**src/rtl/ita_regfile_port_ctrl_if.sv**
```systemverilog
// ita_regfile_port_ctrl_if
//   Bundles every non-clock/reset signal of the ITA register file port
//   controller: the write requester handshake, the read requester handshake
//   and response, the register file read/write port controls and init_done.
//   slave  : seen by the controller (ita_regfile_port_ctrl)
//   master : seen by the clients and the register file instance
interface ita_regfile_port_ctrl_if #(
  parameter int ADDR_WIDTH = 5,
  parameter int DATA_WIDTH = 32,
  parameter int N_EN       = 4,
  parameter int N_READ     = 2,
  parameter int N_WREQ     = 3
);
  logic [N_WREQ-1:0]                 wreq_valid_i;
  logic [N_WREQ-1:0]                 wreq_ready_o;
  logic [N_WREQ-1:0][ADDR_WIDTH-1:0] wreq_addr_i;
  logic [N_WREQ-1:0][DATA_WIDTH-1:0] wreq_data_i;
  logic [N_WREQ-1:0][N_EN-1:0]       wreq_strb_i;

  logic [N_READ-1:0]                 rreq_valid_i;
  logic [N_READ-1:0]                 rreq_ready_o;
  logic [N_READ-1:0][ADDR_WIDTH-1:0] rreq_addr_i;
  logic [N_READ-1:0]                 rrsp_valid_o;
  logic [N_READ-1:0][DATA_WIDTH-1:0] rrsp_data_o;

  logic [N_READ-1:0]                 rf_read_enable_o;
  logic [N_READ-1:0][ADDR_WIDTH-1:0] rf_read_addr_o;
  logic [N_READ-1:0][DATA_WIDTH-1:0] rf_read_data_i;
  logic                              rf_write_enable_o;
  logic [ADDR_WIDTH-1:0]             rf_write_addr_o;
  logic [DATA_WIDTH-1:0]             rf_write_data_o;
  logic [N_EN-1:0]                   rf_write_select_o;

  logic                              init_done_o;

  modport slave (
    input  wreq_valid_i, wreq_addr_i, wreq_data_i, wreq_strb_i,
    output wreq_ready_o,
    input  rreq_valid_i, rreq_addr_i,
    output rreq_ready_o, rrsp_valid_o, rrsp_data_o,
    output rf_read_enable_o, rf_read_addr_o,
    input  rf_read_data_i,
    output rf_write_enable_o, rf_write_addr_o, rf_write_data_o, rf_write_select_o,
    output init_done_o
  );

  modport master (
    output wreq_valid_i, wreq_addr_i, wreq_data_i, wreq_strb_i,
    input  wreq_ready_o,
    output rreq_valid_i, rreq_addr_i,
    input  rreq_ready_o, rrsp_valid_o, rrsp_data_o,
    input  rf_read_enable_o, rf_read_addr_o,
    output rf_read_data_i,
    input  rf_write_enable_o, rf_write_addr_o, rf_write_data_o, rf_write_select_o,
    input  init_done_o
  );
endinterface

```
**src/rtl/ita_regfile_port_ctrl.sv**
```systemverilog
// ita_regfile_port_ctrl
//   Drives the single write port and N_READ read ports of the ITA latch-based
//   register file. Round-robin arbitrates N_WREQ write requesters onto the
//   write port, holds off reads that would observe a write still committing,
//   and (optionally) zero-fills the latch array after reset.
//
//   Ports:
//     clk  - clock
//     rst  - synchronous, active-high reset
//     bus  - ita_regfile_port_ctrl_if.slave: write requests, read requests and
//            responses, register file control/data, init_done_o
//
//   Build option:
//     ITA_RF_INIT_ZERO_EN defined   -> INIT sweep writes 0 to every word after
//                                      reset, init_done_o rises afterwards.
//     ITA_RF_INIT_ZERO_EN undefined -> RUN straight out of reset,
//                                      init_done_o tied high.
//
//   state | meaning
//   ------+---------------------------------------------------------------
//   INIT  | zero sweep, one word per cycle, all requesters held off
//   RUN   | write arbitration and hazard-gated reads
module ita_regfile_port_ctrl #(
  parameter int ADDR_WIDTH = 5,
  parameter int DATA_WIDTH = 32,
  parameter int N_EN       = 4,
  parameter int N_READ     = 2,
  parameter int N_WREQ     = 3
) (
  input  logic                   clk,
  input  logic                   rst,
  ita_regfile_port_ctrl_if.slave bus
);

  localparam int WIDX_W = (N_WREQ > 1) ? $clog2(N_WREQ) : 1;

  logic                  run_active;
  logic                  init_active;
  logic [ADDR_WIDTH-1:0] init_addr;

  logic [WIDX_W-1:0]     rr_q, rr_d;
  logic                  grant_vld;
  logic [WIDX_W-1:0]     grant_idx;

  logic                  wr_en;
  logic [ADDR_WIDTH-1:0] wr_addr;
  logic [DATA_WIDTH-1:0] wr_data;
  logic [N_EN-1:0]       wr_sel;
  logic [N_WREQ-1:0]     wr_ready;
  logic                  wr_hot;

  logic [ADDR_WIDTH-1:0] wprev_addr_q, wprev_addr_d;
  logic                  wprev_vld_q, wprev_vld_d;

  logic [N_READ-1:0]     rd_ready;
  logic [N_READ-1:0]     rd_en;
  logic [N_READ-1:0]     rrsp_vld_q, rrsp_vld_d;

  function automatic logic [WIDX_W-1:0] wrap_add(input int base, input int off);
    int s;
    s = base + off;
    if (s >= N_WREQ) s = s - N_WREQ;
    return WIDX_W'(s);
  endfunction

`ifdef ITA_RF_INIT_ZERO_EN
  typedef enum logic {ST_INIT, ST_RUN} state_e;

  state_e                state_q, state_d;
  logic [ADDR_WIDTH-1:0] init_cnt_q, init_cnt_d;

  always_ff @(posedge clk) begin
    if (rst) begin
      state_q    <= ST_INIT;
      init_cnt_q <= '0;
    end else begin
      state_q    <= state_d;
      init_cnt_q <= init_cnt_d;
    end
  end

  always_comb begin
    state_d    = state_q;
    init_cnt_d = init_cnt_q;
    if (state_q == ST_INIT) begin
      init_cnt_d = init_cnt_q + 1'b1;
      if (&init_cnt_q) state_d = ST_RUN;
    end
  end

  // The reset cycle itself is treated as neither INIT nor RUN so every
  // output is quiet while rst is high.
  always_comb begin
    init_active     = !rst && (state_q == ST_INIT);
    run_active      = !rst && (state_q == ST_RUN);
    init_addr       = init_cnt_q;
    bus.init_done_o = run_active;
  end
`else
  always_comb begin
    init_active     = 1'b0;
    run_active      = !rst;
    init_addr       = '0;
    bus.init_done_o = 1'b1;
  end
`endif

  // Scanning from the farthest offset down leaves the nearest valid
  // requester at or after rr_q as the final winner.
  always_comb begin
    grant_vld = 1'b0;
    grant_idx = '0;
    for (int k = N_WREQ - 1; k >= 0; k--) begin
      if (bus.wreq_valid_i[wrap_add(int'(rr_q), k)]) begin
        grant_vld = 1'b1;
        grant_idx = wrap_add(int'(rr_q), k);
      end
    end
  end

  always_comb begin
    rr_d = rr_q;
    if (run_active && grant_vld) rr_d = wrap_add(int'(grant_idx), 1);
  end

  always_comb begin
    wr_en    = 1'b0;
    wr_addr  = '0;
    wr_data  = '0;
    wr_sel   = '0;
    wr_ready = '0;
    if (init_active) begin
      wr_en   = 1'b1;
      wr_addr = init_addr;
      wr_sel  = '1;
    end else if (run_active && grant_vld) begin
      wr_en               = 1'b1;
      wr_addr             = bus.wreq_addr_i[grant_idx];
      wr_data             = bus.wreq_data_i[grant_idx];
      wr_sel              = bus.wreq_strb_i[grant_idx];
      wr_ready[grant_idx] = 1'b1;
    end
  end

  // Only writes that actually change a lane can make a read see stale data.
  assign wr_hot = wr_en && (wr_sel != '0);

  // A word written in cycle t is still committing in t+1, so a read of that
  // address is held off in both cycles.
  always_comb begin
    rd_ready = '0;
    rd_en    = '0;
    for (int z = 0; z < N_READ; z++) begin
      rd_ready[z] = run_active
                    && !(wr_hot && (bus.rreq_addr_i[z] == wr_addr))
                    && !(wprev_vld_q && (bus.rreq_addr_i[z] == wprev_addr_q));
      rd_en[z]    = bus.rreq_valid_i[z] && rd_ready[z];
    end
  end

  always_comb begin
    wprev_addr_d = wr_addr;
    wprev_vld_d  = wr_hot;
    rrsp_vld_d   = rd_en;
  end

  always_ff @(posedge clk) begin
    if (rst) begin
      rr_q         <= '0;
      wprev_addr_q <= '0;
      wprev_vld_q  <= 1'b0;
      rrsp_vld_q   <= '0;
    end else begin
      rr_q         <= rr_d;
      wprev_addr_q <= wprev_addr_d;
      wprev_vld_q  <= wprev_vld_d;
      rrsp_vld_q   <= rrsp_vld_d;
    end
  end

  assign bus.wreq_ready_o      = wr_ready;
  assign bus.rf_write_enable_o = wr_en;
  assign bus.rf_write_addr_o   = wr_addr;
  assign bus.rf_write_data_o   = wr_data;
  assign bus.rf_write_select_o = wr_sel;

  assign bus.rreq_ready_o      = rd_ready;
  assign bus.rf_read_enable_o  = rd_en;
  assign bus.rf_read_addr_o    = bus.rreq_addr_i;
  assign bus.rrsp_valid_o      = rrsp_vld_q;
  assign bus.rrsp_data_o       = bus.rf_read_data_i;

endmodule

```
**src/flat_wrapper.sv**
```systemverilog
// flat-port wrapper written by rule: the top's interface ports become plain ports
module ita_regfile_port_ctrl_flat 
#(
  parameter int ADDR_WIDTH = 5,
  parameter int DATA_WIDTH = 32,
  parameter int N_EN       = 4,
  parameter int N_READ     = 2,
  parameter int N_WREQ     = 3
)
  (clk, rst, bus_wreq_valid_i, bus_wreq_addr_i, bus_wreq_data_i, bus_wreq_strb_i, bus_wreq_ready_o, bus_rreq_valid_i, bus_rreq_addr_i, bus_rreq_ready_o, bus_rrsp_valid_o, bus_rrsp_data_o, bus_rf_read_enable_o, bus_rf_read_addr_o, bus_rf_read_data_i, bus_rf_write_enable_o, bus_rf_write_addr_o, bus_rf_write_data_o, bus_rf_write_select_o, bus_init_done_o);
  ita_regfile_port_ctrl_if #(.ADDR_WIDTH(ADDR_WIDTH), .DATA_WIDTH(DATA_WIDTH), .N_EN(N_EN), .N_READ(N_READ), .N_WREQ(N_WREQ)) bus_i ();
  input  logic clk;
  input  logic rst;
  input wire logic [$bits(bus_i.wreq_valid_i)-1:0] bus_wreq_valid_i;
  input wire logic [$bits(bus_i.wreq_addr_i)-1:0] bus_wreq_addr_i;
  input wire logic [$bits(bus_i.wreq_data_i)-1:0] bus_wreq_data_i;
  input wire logic [$bits(bus_i.wreq_strb_i)-1:0] bus_wreq_strb_i;
  output wire logic [$bits(bus_i.wreq_ready_o)-1:0] bus_wreq_ready_o;
  input wire logic [$bits(bus_i.rreq_valid_i)-1:0] bus_rreq_valid_i;
  input wire logic [$bits(bus_i.rreq_addr_i)-1:0] bus_rreq_addr_i;
  output wire logic [$bits(bus_i.rreq_ready_o)-1:0] bus_rreq_ready_o;
  output wire logic [$bits(bus_i.rrsp_valid_o)-1:0] bus_rrsp_valid_o;
  output wire logic [$bits(bus_i.rrsp_data_o)-1:0] bus_rrsp_data_o;
  output wire logic [$bits(bus_i.rf_read_enable_o)-1:0] bus_rf_read_enable_o;
  output wire logic [$bits(bus_i.rf_read_addr_o)-1:0] bus_rf_read_addr_o;
  input wire logic [$bits(bus_i.rf_read_data_i)-1:0] bus_rf_read_data_i;
  output wire logic [$bits(bus_i.rf_write_enable_o)-1:0] bus_rf_write_enable_o;
  output wire logic [$bits(bus_i.rf_write_addr_o)-1:0] bus_rf_write_addr_o;
  output wire logic [$bits(bus_i.rf_write_data_o)-1:0] bus_rf_write_data_o;
  output wire logic [$bits(bus_i.rf_write_select_o)-1:0] bus_rf_write_select_o;
  output wire logic [$bits(bus_i.init_done_o)-1:0] bus_init_done_o;
  assign bus_i.wreq_valid_i = bus_wreq_valid_i;
  assign bus_i.wreq_addr_i = bus_wreq_addr_i;
  assign bus_i.wreq_data_i = bus_wreq_data_i;
  assign bus_i.wreq_strb_i = bus_wreq_strb_i;
  assign bus_wreq_ready_o = bus_i.wreq_ready_o;
  assign bus_i.rreq_valid_i = bus_rreq_valid_i;
  assign bus_i.rreq_addr_i = bus_rreq_addr_i;
  assign bus_rreq_ready_o = bus_i.rreq_ready_o;
  assign bus_rrsp_valid_o = bus_i.rrsp_valid_o;
  assign bus_rrsp_data_o = bus_i.rrsp_data_o;
  assign bus_rf_read_enable_o = bus_i.rf_read_enable_o;
  assign bus_rf_read_addr_o = bus_i.rf_read_addr_o;
  assign bus_i.rf_read_data_i = bus_rf_read_data_i;
  assign bus_rf_write_enable_o = bus_i.rf_write_enable_o;
  assign bus_rf_write_addr_o = bus_i.rf_write_addr_o;
  assign bus_rf_write_data_o = bus_i.rf_write_data_o;
  assign bus_rf_write_select_o = bus_i.rf_write_select_o;
  assign bus_init_done_o = bus_i.init_done_o;
  ita_regfile_port_ctrl #(.ADDR_WIDTH(ADDR_WIDTH), .DATA_WIDTH(DATA_WIDTH), .N_EN(N_EN), .N_READ(N_READ), .N_WREQ(N_WREQ)) u_core (.clk(clk), .rst(rst), .bus(bus_i));
endmodule
```
**config.mk**
```make
export PLATFORM = sky130hd
export DESIGN_NAME = ita_regfile_port_ctrl_flat
export DESIGN_NICKNAME = d
export VERILOG_FILES = /design/src/rtl/ita_regfile_port_ctrl_if.sv /design/src/rtl/ita_regfile_port_ctrl.sv /design/src/flat_wrapper.sv
export SDC_FILE = /design/constraint.sdc
export NUM_CORES = 1
export LEC_CHECK = 0
export CORE_AREA = 5 5 127 129
export CTS_BUF_LIST = sky130_fd_sc_hd__clkbuf_4 sky130_fd_sc_hd__clkbuf_8 sky130_fd_sc_hd__clkbuf_16
export DETAILED_ROUTE_END_ITERATION = 8
export DIE_AREA = 0 0 132 134
export PLACE_DENSITY = 0.59
export SETUP_SLACK_MARGIN = 0.2
export SLEW_MARGIN = 20
export SYNTH_ARGS = -nofsm -noshare
export SYNTH_HDL_FRONTEND = slang
export SYNTH_SLANG_ARGS = --single-unit
```
**constraint.sdc**
```tcl
create_clock -name clk -period 5.3 [get_ports clk]
set_input_delay 0.795 -clock clk [delete_from_list [all_inputs] [get_ports clk]]
set_output_delay 0.795 -clock clk [all_outputs]
set_load 0.005 [all_outputs]
```
After elaboration in Yosys (flattened, before gate mapping). Cells that the tools add are included.

Add/sub/neg operators: 7. $mul: 0. Div/mod/pow operators: 0. Magnitude comparators: 9. Equality and inequality tests: 4. Shift operators: 0. Multiplexer cells: 29. Bitwise gates (word level): 0. Reduce and logical (&&, ||, !) cells: 19.

Operators with widths (number): 32-bit binary-select mux with 2-bit select (1); 32-bit 2-to-1 mux (2); 5-bit equality test (4); 2-bit 2-to-1 mux (7); 1-bit logical AND (13); 2-bit by 3-bit less-than comparator with 1-bit output (second input constant) (4); 5-bit binary-select mux with 2-bit select (1); 5-bit 2-to-1 mux (2); 3-bit by 2-bit >= comparator with 1-bit output (second input constant) (3); 4-bit binary-select mux with 2-bit select (1); 1-bit 2-to-1 mux (8); 4-bit 2-to-1 mux (2); 2-bit by 1-bit adder with 3-bit output (second input constant) (2); 1-bit binary-select mux with 2-bit select (3); 2-bit by 1-bit subtractor with 2-bit output (second input constant) (3); 1-bit zero test (5); 4-bit nonzero test (1); 2-bit by 2-bit adder with 3-bit output (second input constant) (1); 3-bit 2-to-1 mux (1); 1-bit demux with 2-bit select (1); 2-bit by 1-bit >= comparator with 1-bit output (second input constant) (1); 2-bit >= comparator (second input constant) (1); 2-bit subtractor (second input constant) (1).

Register bits: 10. Latch bits: 0. RAM bits: 0. Memory bits (read-only): 0. Input bits: 204. Output and inout bits: 126. Logic and storage cells: 72. Memories kept: 0.

Depth between registers and ports, before layout.
Depth after elaboration: 18. Mapped depth: 13. Mapped depth without buffers: 11.

Worst setup path after synthesis. Ideal clock, no wire load.

Kind: input-to-output. Start point: input bus_wreq_valid_i[0]. End point: output bus_rf_read_enable_o[0]. Data arrival time: 2.797 ns. Required time: 4.505 ns. Setup slack: 1.708 ns. Stages on the path: 8. Buffers on the path: 0. Path through: mux2_4 -> mux2_2 -> o31ai_4 -> inv_2 -> o21a_1 -> or4_4 -> a41oi_2 -> and2_1.

Elaborated cells on any way between the ends: 28. Those cells by class: eq/ne: 1; mux: 19; reduce/logical: 8.

RTL lines: start: declaration (RTL line flat_wrapper.sv:14) `input wire logic [$bits(bus_i.wreq_valid_i)-1:0] bus_wreq_valid_i;`; 1-bit binary-select mux with 2-bit select (RTL line ita_regfile_port_ctrl.sv:114) `if (bus.wreq_valid_i[wrap_add(int'(rr_q), k)]) begin`; 1-bit 2-to-1 mux (not written as such) (RTL line ita_regfile_port_ctrl.sv:114); 1-bit 2-to-1 mux (2 in a row) (RTL line ita_regfile_port_ctrl.sv:114); 1-bit 2-to-1 mux (*) (RTL line ita_regfile_port_ctrl.sv:114); 1-bit logical AND (*) (RTL line ita_regfile_port_ctrl.sv:136) `end else if (run_active && grant_vld) begin`; 1-bit 2-to-1 mux (*) (RTL line ita_regfile_port_ctrl.sv:136); net bus_rf_write_enable_o (RTL line flat_wrapper.sv:27) `output wire logic [$bits(bus_i.rf_write_enable_o)-1:0] bus_rf_write_enable_o;`; 1-bit logical AND (*) (RTL line ita_regfile_port_ctrl.sv:146) `assign wr_hot = wr_en && (wr_sel != '0);`; 1-bit logical AND (*) (RTL line ita_regfile_port_ctrl.sv:155) `&& !(wr_hot && (bus.rreq_addr_i[z] == wr_addr))`; 1-bit zero test (*) (RTL line ita_regfile_port_ctrl.sv:155); 1-bit logical AND (*) (RTL line ita_regfile_port_ctrl.sv:155); 1-bit logical AND (*) (RTL line ita_regfile_port_ctrl.sv:156) `&& !(wprev_vld_q && (bus.rreq_addr_i[z] == wprev_addr_q));`; net bus_rreq_ready_o[0] (RTL line flat_wrapper.sv:21) `output wire logic [$bits(bus_i.rreq_ready_o)-1:0] bus_rreq_ready_o;`; 1-bit logical AND (*) (RTL line ita_regfile_port_ctrl.sv:157) `rd_en[z] = bus.rreq_valid_i[z] && rd_ready[z];`; end: declaration (RTL line flat_wrapper.sv:24) `output wire logic [$bits(bus_i.rf_read_enable_o)-1:0] bus_rf_read_enable_o;`.

Mark *: on every way through the listed nets, which the timed path passes. The rest lies on a longest branch. The select of a mux whose other input is x is not followed.

Worst setup path after layout.
Start point: input bus_wreq_valid_i[1]. End point: output bus_rf_read_enable_o[0].

Word-level cells in the longest chain between the ends: 15. Elaborated cells on any way between the ends: 28. Those cells by class: eq/ne: 1; mux: 19; reduce/logical: 8.

Ends and longest elaborated chain: 1-bit binary-select mux with 2-bit select (RTL line ita_regfile_port_ctrl.sv:114); 1-bit 2-to-1 mux (not written as such) (RTL line ita_regfile_port_ctrl.sv:114); 2-bit 2-to-1 mux (3 in a row) (RTL line ita_regfile_port_ctrl.sv:114); 4-bit binary-select mux with 2-bit select (RTL line ita_regfile_port_ctrl.sv:140) `wr_sel = bus.wreq_strb_i[grant_idx];`; 4-bit 2-to-1 mux (not written as such) (RTL line ita_regfile_port_ctrl.sv:140); 4-bit 2-to-1 mux (RTL line ita_regfile_port_ctrl.sv:136); 4-bit nonzero test (RTL line ita_regfile_port_ctrl.sv:146); 1-bit logical AND (RTL line ita_regfile_port_ctrl.sv:146); 1-bit logical AND (*) (RTL line ita_regfile_port_ctrl.sv:155); 1-bit zero test (*) (RTL line ita_regfile_port_ctrl.sv:155); 1-bit logical AND (*) (RTL line ita_regfile_port_ctrl.sv:155); 1-bit logical AND (*) (RTL line ita_regfile_port_ctrl.sv:156); 1-bit logical AND (*) (RTL line ita_regfile_port_ctrl.sv:157).

Every way passes the cells marked *; elsewhere a longest branch is shown, timed or not. The select of a mux whose other input is x is not followed.

==> flow_summary.json <==
{
  "ctsHoldBuffers": 0,
  "synthTopCellsByArea": "buf_4 (22%), a311oi_1 (11%), nand2_1 (11%)",
  "wl_per_cell_um": 18.5,
  "synth_seq_cells": 10,
  "start_util": 0.169,
  "max_freq_mhz": 204,
  "grt_max_degree": 41,
  "finish.utilization": 0.288,
  "critPathMaxFanout": 12,
  "routed_wl_um": 12600,
  "synth_common_cells": "buf_4 (75), nand2_1 (74), nor2_1 (48), a311oi_1 (33), xnor2_1 (12)",
  "yosys.area.top_type_share": 0.223,
  "yosys.cell_count.top_type": "buf_4",
  "cp-end-kind": "primary output",
  "rows": 45,
  "setup_tns_ns": 0,
  "p_leak_nw": 1.56,
  "grt_antenna_before_repair": 0,
  "synth_cells": 379,
  "p_per_area_nw_per_um2": 431,
  "place.gp.congestion": 0.754,
  "critPathLaunch": "bus_wreq_valid_i[1]",
  "dp_hpwl_um": 10500,
  "synth_area_um2": 2520,
  "core_area_um2": 14900,
  "slew_headroom": 0.636,
  "cts_root_buf": "clkbuf_16",
  "hold_slack_ns": 0.536,
  "clock_latency_ns": 0.24,
  "multi_input_area_um2": 1650,
  "ant_nets": 0,
  "first_iter_violations": 180,
  "path_class": "input port to primary output",
  "worstReg2RegStart": "u_core.rr_q[0]$_SDFFE_PP0P_",
  "synth_nets": 588,
  "status": "completed",
  "grt_remaining_overflow": 0,
  "yosys.area.top_type": "buf_4",
  "rrSetupSlack_ns": 2.16,
  "die_w_um": 132,
  "fillers": 1603,
  "grt_first_pass_wirelength_um": 18800,
  "die_area_um2": 17700,
  "timing.final.crit_share": 0.924,
  "setup_viol": 0,
  "report.final.slew_viol_count": 0,
  "crit_arrival_ns": 4.10,
  "cap_violations": 0,
  "drive_gt1_frac": 0.0789,
  "cts_tree": "yes",
  "clk_pin_slew_worst_paths_ns": 0.04,
  "avgSynthCellArea_um2": 6.65,
  "drt-pass1-iter-count": 4,
  "drc": 0,
  "hold_path_class": "register to register",
  "hold_viol_final": 0,
  "synth_ff_type": "dfxtp_1",
  "rr_worst_depth": 10,
  "htreeDepth": 1,
  "io_pins": 330,
  "portBuffers": 200,
  "vias": 3113,
  "final_area_um2": 4300,
  "period_minus_slack_ns": 4.90,
  "syn2layout_area_growth_pct": 70.6,
  "vdd_drop_max_mv": 0.156,
  "synthArstFlopShare": 0,
  "vias_per_cell": 4.56,
  "seq_area_frac_synth": 0.0794,
  "r2r_end": "u_core.bus.rrsp_valid_o[0]$_SDFF_PP0_",
  "yosys_warnings": 0,
  "cp.required_ns": 4.51,
  "fin_worst_skew_ns": 0.00110,
  "layout.nets": 704,
  "numCtsBuffers": 3,
  "ys_types": 50,
  "rsz0062_at_grt": "no",
  "fp.dieH_um": 134,
  "grt_use_total": 0.131,
  "worstMarginPinSlew_ns": 0.544,
  "cp-start-kind": "input port",
  "grt_pass1_vias": 3288,
  "synth_edf_count": 0,
  "cts.sinks": 10,
  "regArea_um2": 200,
  "clock_path_buffers": 2,
  "placed_area_um2": 4150,
  "endpoint": "bus_rf_read_enable_o[0]"
}
flip-flops by register name, indices dropped and copies added, names as in the netlist:
signal	count
u_core.rr_q	2
u_core.wprev_vld_q	1
u_core.bus.rrsp_valid_o	2
u_core.wprev_addr_q	5
placed cells by master (no fill, tap or decap), types with 2 or more instances in the layout:
cell type,Yosys,routed
a211oi_1,3,3
a21boi_0,5,5
a21oi_1,6,6
a221o_1,2,2
a221oi_2,2,4
a22oi_1,2,2
a311oi_1,33,33
a41oi_2,2,2
and2_1,10,10
buf_4,75,10
clkbuf_16,0,3
clkdlybuf4s50_1,0,200
dfxtp_1,10,10
ha_1,5,5
inv_1,6,5
inv_2,1,2
mux2i_1,3,3
nand2_1,74,74
nand2b_1,3,3
nand4_1,2,2
nor2_1,48,48
nor2b_1,2,2
nor3_1,10,10
nor4b_2,4,4
o21ai_0,7,7
o21bai_1,2,2
o22ai_1,2,2
or2_2,2,2
xnor2_1,12,12
metal layers:
metal  global-route usage  part of all wire  vias to the layer above
met1                0.148              0.37                     1402
met4               0.0491             0.037                        0
met5                    0                 0                        -
met2                0.229              0.49                      186
met3               0.0446              0.11                       49
li1                     -                 -                     1476
cells by family after synthesis:
group           share of synthesized area
simple gates                        0.290
compound gates                      0.263
xor+xnor                           0.0417
other cells                       0.00149
flops                              0.0794
fa+ha+maj                          0.0248
buf+inv                             0.277
mux                                0.0223
what timing repair did:
| item | 4_1_cts | 5_1_grt |
|---|---|---|
| endpoints found under the setup margin | 0 | 2 |
| endpoints found under the hold margin | 0 | 0 |
| resized for setup | 0 | 2 |
| setup buffers | 0 | 4 |
worst min-delay path by stage:
| stage | startpoint | endpoint | slack (ns) | depth (start not counted) |
|---|---|---|---|---|
| detailed placement | u_core.rr_q[0]$_SDFFE_PP0P_ | u_core.rr_q[0]$_SDFFE_PP0P_ | 0.53 | 2 |
| CTS | u_core.rr_q[0]$_SDFFE_PP0P_ | u_core.rr_q[0]$_SDFFE_PP0P_ | 0.54 | 2 |
| finish | u_core.rr_q[0]$_SDFFE_PP0P_ | u_core.rr_q[0]$_SDFFE_PP0P_ | 0.54 | 2 |
| floorplan | u_core.rr_q[0]$_SDFFE_PP0P_ | u_core.rr_q[0]$_SDFFE_PP0P_ | 0.49 | 2 |
| global placement | u_core.rr_q[0]$_SDFFE_PP0P_ | u_core.rr_q[0]$_SDFFE_PP0P_ | 0.51 | 2 |
| global route | u_core.rr_q[0]$_SDFFE_PP0P_ | u_core.rr_q[0]$_SDFFE_PP0P_ | 0.57 | 2 |
through the flow:
stage,cells,worst slack [ns],total power [W]
3_3_place_gp,674,0.387,0.00166
5_1_grt,682,0.268,0.00201
3_5_place_dp,674,0.307,0.00168
4_1_cts,678,0.269,0.00184
2_1_floorplan,379,1.71,0.00101
6_report,683,0.403,0.00185
area by class of cell:
class / instances / share of cell area
antenna: 1 / 0.000582
clock buffer: 4 / 0.0207
inverter: 7 / 0.00611
multi-input combinational: 262 / 0.383
sequential: 10 / 0.0466
tap: 188 / 0.0547
timing repair buffer: 211 / 0.488
power by group:
part	switching (W)	internal [W]
combinational	0.000808	0.000754
sequential	0.0000257	0.000108
clock	0.0000402	0.000114
worst max-delay path: stages:
cell and delay, ns:
clkdlybuf4s50_1 0.51, nor2b_1 0.19, o32ai_1 0.54, o21a_2 0.37, a21oi_1 0.07, o21a_1 0.21
or4_4 0.52, a41oi_2 0.25, and2_1 0.16, clkdlybuf4s50_1 0.49
Power figures use the tool's default switching activity.
